==> src/rtl/cpu_fsm.sv <==
// rtl/cpu_fsm.sv - instruction-sequencing FSM for the simple RISC datapath
module cpu_fsm #(
   parameter int INSTR_WIDTH = 16,
   parameter bit ERR_STICKY  = 1'b1
) (
   input  logic                   clk,
   input  logic                   reset,
   input  logic                   s,
   input  logic [INSTR_WIDTH-1:0] in,
   output logic [INSTR_WIDTH-1:0] ir,
   output logic [3:0]             state,
   output logic                   w,
   output logic                   done,
   output logic                   err
);

   localparam logic [3:0] S_WAIT      = 4'b0000;
   localparam logic [3:0] S_DECODE    = 4'b0001;
   localparam logic [3:0] S_WRITE_IMM = 4'b0010;
   localparam logic [3:0] S_LOAD_AB   = 4'b0011;
   localparam logic [3:0] S_LOAD_B    = 4'b0100;
   localparam logic [3:0] S_LOAD_C    = 4'b0101;
   localparam logic [3:0] S_WRITE_C   = 4'b0110;
   localparam logic [3:0] S_LOAD_S    = 4'b0111;

   logic [3:0]             state_q, state_d;
   logic [INSTR_WIDTH-1:0] ir_q;
   logic                   done_q, done_d;
   logic                   err_q, err_d;
   logic                   accept;
   logic [2:0]             opcode;
   logic [1:0]             op;

   // Fields are decoded from the latched instruction, which is stable for the whole path
   assign opcode = ir_q[INSTR_WIDTH-1 -: 3];
   assign op     = ir_q[INSTR_WIDTH-4 -: 2];

   // State, instruction latch and status flags
   always_ff @(posedge clk) begin
      if (reset) begin
         state_q <= S_WAIT;
         ir_q    <= '0;
         done_q  <= 1'b0;
         err_q   <= 1'b0;
      end else begin
         state_q <= state_d;
         done_q  <= done_d;
         err_q   <= err_d;
         if (accept) begin
            ir_q <= in;
         end
      end
   end

   // Next state plus next done/err; done is raised on the edge that returns a legal path to WAIT
   always_comb begin
      state_d = S_WAIT;
      done_d  = 1'b0;
      err_d   = ERR_STICKY ? err_q : 1'b0;
      accept  = 1'b0;
      case (state_q)
         S_WAIT: begin
            if (s) begin
               accept  = 1'b1;
               state_d = S_DECODE;
               err_d   = 1'b0;
            end
         end
         S_DECODE: begin
            case ({opcode, op})
               5'b110_10: state_d = S_WRITE_IMM;
               5'b110_00: state_d = S_LOAD_B;
               5'b101_00: state_d = S_LOAD_AB;
               5'b101_10: state_d = S_LOAD_AB;
               5'b101_01: state_d = S_LOAD_AB;
               5'b101_11: state_d = S_LOAD_B;
               default: begin
                  state_d = S_WAIT;
                  err_d   = 1'b1;
               end
            endcase
         end
         S_WRITE_IMM: begin
            state_d = S_WAIT;
            done_d  = 1'b1;
         end
         // CMP only updates status; ADD/AND go on to write the result
         S_LOAD_AB: state_d = (op == 2'b01) ? S_LOAD_S : S_LOAD_C;
         S_LOAD_B:  state_d = S_LOAD_C;
         S_LOAD_C:  state_d = S_WRITE_C;
         S_WRITE_C: begin
            state_d = S_WAIT;
            done_d  = 1'b1;
         end
         S_LOAD_S: begin
            state_d = S_WAIT;
            done_d  = 1'b1;
         end
         default: state_d = S_WAIT;
      endcase
   end

   // Outputs: w is decoded from the state, everything else comes straight from registers
   always_comb begin
      w     = (state_q == S_WAIT);
      state = state_q;
      ir    = ir_q;
      done  = done_q;
      err   = err_q;
   end

endmodule

==> config.mk <==
export PLATFORM = sky130hd
export DESIGN_NAME = cpu_fsm
export DESIGN_NICKNAME = d
export VERILOG_FILES = /design/src/rtl/cpu_fsm.sv
export SDC_FILE = /design/constraint.sdc
export NUM_CORES = 1
export LEC_CHECK = 0
export CAP_MARGIN = 15
export CORE_MARGIN = 5
export CORE_UTILIZATION = 43
export DETAILED_ROUTE_END_ITERATION = 7
export PLACE_DENSITY_LB_ADDON = 0.15
export RECOVER_POWER = 100
export SETUP_SLACK_MARGIN = 0.05
export SYNTH_ARGS = -nofsm -noshare
export SYNTH_HDL_FRONTEND = slang
export SYNTH_SLANG_ARGS = --single-unit
==> constraint.sdc <==
create_clock -name clk -period 4.4 [get_ports clk]
set_input_delay 0.88 -clock clk [delete_from_list [all_inputs] [get_ports clk]]
set_output_delay 0.88 -clock clk [all_outputs]
set_load 0.05 [all_outputs]
==> run summary <==
• Data required, critical path: 3.52 ns
• slew of the pin with the lowest slew margin: 0.778 ns
• routed wire length on met3: 115 um
• via count normalized by instance count: 4.96
• wire per inst: 12.3 um
• met2 wire length: 1.07 mm
• # hold bufs at CTS: 0
• Max Cap Viol: 0
• total number of vias: 849
• endpoint arrival time on the critical path: 1.86 ns
• kind of end point of the critical path: output port
• count of inserted antenna diode cells: 0
• total routed wire length on the met1 layer: 904 um
• reg-to-reg startpoint: state[2]$_SDFF_PP0_
• commonest cells after routing, fill and taps aside: nand2_1, dlygate4sd3_1, dfxtp_1
• CTS clock-pin slew for the worst setup and hold paths: 0.11 ns
• combined area of all synthesized cells: 918 um^2
• post-place instance area: 0.00129 mm^2
• final cell area excluding filler cells: 0.00131 mm^2
• outcome: finished, final reports clean
• HPWL Detailed: 1.57 mm
• aggregate negative setup slack: 0 ns
• Final Net Count: 164
• number of top-level design ports: 42
• via count of the first global-routing pass: 871
• number of DRC markers in iteration 0: 8
• Critical R2R Capture: ir[12]$_SDFFE_PP0P_
• leading cell type in the layout, fill and taps excluded: nand2_1
• power share of the clock group: 0.229
• clock latency at the later pin of the worst-skew pair: 0.30 ns
• count of different cell masters after synthesis: 29
• syn nets: 127
• Std-Cell Core Area: 0.00200 mm^2
• Sequential Power Share: 0.524
• Site Rows: 16
• number of buffers added by the clock tree synthesis step: 3
• GR Util All Layers: 0.145
• VDD IR-drop max: 0.168 mV
• switching pwr: 0.000126 W
• Die W: 56.2 um
• skew final: 0.00287 ns
• final WL: 2.10 mm
• pin count of the biggest net entering global routing: 22
• critical path fanouts, max: 12
• final routed DRC violation total: 0
• portion of synthesized cell area occupied by the leading cell type: 0.458
• clock tree from TritonCTS: built
• Post-Syn Area per Cell: 8.50 um^2
• setup repair after global routing missed its margin: no
• startpoint of the most critical setup path: state[2]$_SDFF_PP0_
• switching fraction of total power: 0.316
• final worst path period share: 0.622
• die area: 0.00316 mm^2
• maximum level of the CTS H-tree: 1
• element type at the critical path start: flop
• PostCTS Resize Cnt: 0
• clock period minus final worst setup slack: 2.74 ns
• CTS Root Cell: clkbuf_4
• vertical extent of the die: 56.2 um
• Setup CP Type: flop to output port
• TritonCTS Sinks: 21
• post-CTS setup buffer count: 0
• router iterations before antenna repair: 4
• top layer used by detailed routing: met4
• setup slack of the most critical reg-to-reg path: 2.69 ns
• gate count of the mapped netlist: 108
• share of layout cells above drive strength 1: 0.0417
• number of endpoints failing setup at the final stage: 0
• number of antenna violations at the first check in global routing: 0
• effective utilization at floorplan: 0.459
• sequential cell area fraction in the yosys report: 0.458
• register bit total from synthesis: 21
• achievable frequency: 0.365 GHz
• quantity of I/O buffers inserted on ports: 40
• buffer levels on the longest clock path: 2
• Logic pwr share: 0.247
• global-route wire length before repair: 3.72 mm
• largest area contributor in the synthesized netlist: dfxtp_1
• Routed Antenna Nets: 0
• number of cells on the worst reg-to-reg path: 3
• Setup crit end: w
• Area contributors post-synth: dfxtp_1, nand2_1, a21oi_1, nor4b_4, buf_6
• final hold violation count: 0
• GR Overflow Total: 0
• RePlAce Congestion: 0.722
• PwrDens: 306 mW/mm^2
• Slew Limit Fails: 0
• type of the most critical hold path: flop to flop
• Area growth, synth to finish: 42.1%
• worst-case headroom to the max-slew limit: 0.479
• Power Internal: 0.000273 W
• leakage power summed over all cells: 0.529 nW
• Ys Warns: 0
-- synthesized netlist by cell type --
| cell type | n |
|---|---|
| a211oi_1 | 1 |
| a21oi_1 | 18 |
| a31oi_1 | 1 |
| and3b_1 | 1 |
| and4b_1 | 1 |
| buf_2 | 1 |
| buf_4 | 2 |
| buf_6 | 2 |
| buf_8 | 1 |
| clkbuf_1 | 2 |
| conb_1 | 1 |
| dfxtp_1 | 21 |
| inv_1 | 1 |
| nand2_1 | 35 |
| nand3b_4 | 1 |
| nand4_1 | 1 |
| nor2_1 | 2 |
| nor2b_1 | 2 |
| nor3_1 | 2 |
| nor3b_1 | 1 |
| nor4b_1 | 1 |
| nor4b_4 | 1 |
| nor4bb_1 | 1 |
| o2111ai_1 | 1 |
| o21a_1 | 1 |
| o21ai_0 | 3 |
| o41ai_2 | 1 |
| or2b_1 | 1 |
| or4b_1 | 1 |
-- critical path, cell delays in order (launching register included) --
cell and delay (ns):
dfxtp_1 0.45, nor3_1 0.22, dlygate4sd3_1 0.89
-- through the flow --
step	instances	hold WS, ns	worst slack (ns)	util	total power (W)
after global placement	167	0.443	1.87	0.643	0.000317
after detailed placement	167	0.445	1.84	0.643	0.000318
after CTS	171	0.462	1.68	0.656	0.000412
after global routing	171	0.478	1.53	0.652	0.000419
final	171	0.455	1.66	0.652	0.000399
after floorplan	108	0.671	1.69	-	0.000280
-- per-layer routing --
layer,up-vias,track usage
li1,437,-
met1,382,0.156
met2,28,0.272
met3,2,0.0348
met4,0,0.0508
met5,-,0
-- logic make-up after synthesis --
| kind of cell | count (synthesis) | synth area share |
|---|---|---|
| buf+inv | 9 | 0.0749 |
| other cells | 1 | 0.00408 |
| compound gates | 26 | 0.165 |
| flops | 21 | 0.458 |
| simple gates | 51 | 0.298 |
-- area by class of cell --
type,count,area (um^2)
flip-flops and latches,21,420
repair buffers,40,400
inverters,1,3.75
clock buffers,4,26.3
multi-input cells,78,420
well taps,27,33.8
fillers,185,697
-- worst min-delay path by stage --
| stage | to | cells after the start | start |
|---|---|---|---|
| floorplan | ir[2]$_SDFFE_PP0P_ | 2 | ir[2]$_SDFFE_PP0P_ |
| global placement | ir[4]$_SDFFE_PP0P_ | 2 | ir[4]$_SDFFE_PP0P_ |
| detailed placement | ir[4]$_SDFFE_PP0P_ | 2 | ir[4]$_SDFFE_PP0P_ |
| CTS | ir[4]$_SDFFE_PP0P_ | 2 | ir[4]$_SDFFE_PP0P_ |
| global route | ir[4]$_SDFFE_PP0P_ | 2 | ir[4]$_SDFFE_PP0P_ |
| finish | ir[4]$_SDFFE_PP0P_ | 2 | ir[4]$_SDFFE_PP0P_ |
-- state kept, by name, summed over array words and instances (netlist names) --
name and count:
done 1, err 1, ir 16, state 3
-- power groups by stage --
stage	Clock, W	Combinational, W	Sequential, W
floorplan	0	0.0000332	0.000247
global placement	0	0.000103	0.000214
detailed placement	0	0.000104	0.000214
CTS	0.0000975	0.000104	0.000210
global route	0.000103	0.000105	0.000211
finish	0.0000912	0.0000987	0.000209
(Power assumes the default switching activity.)
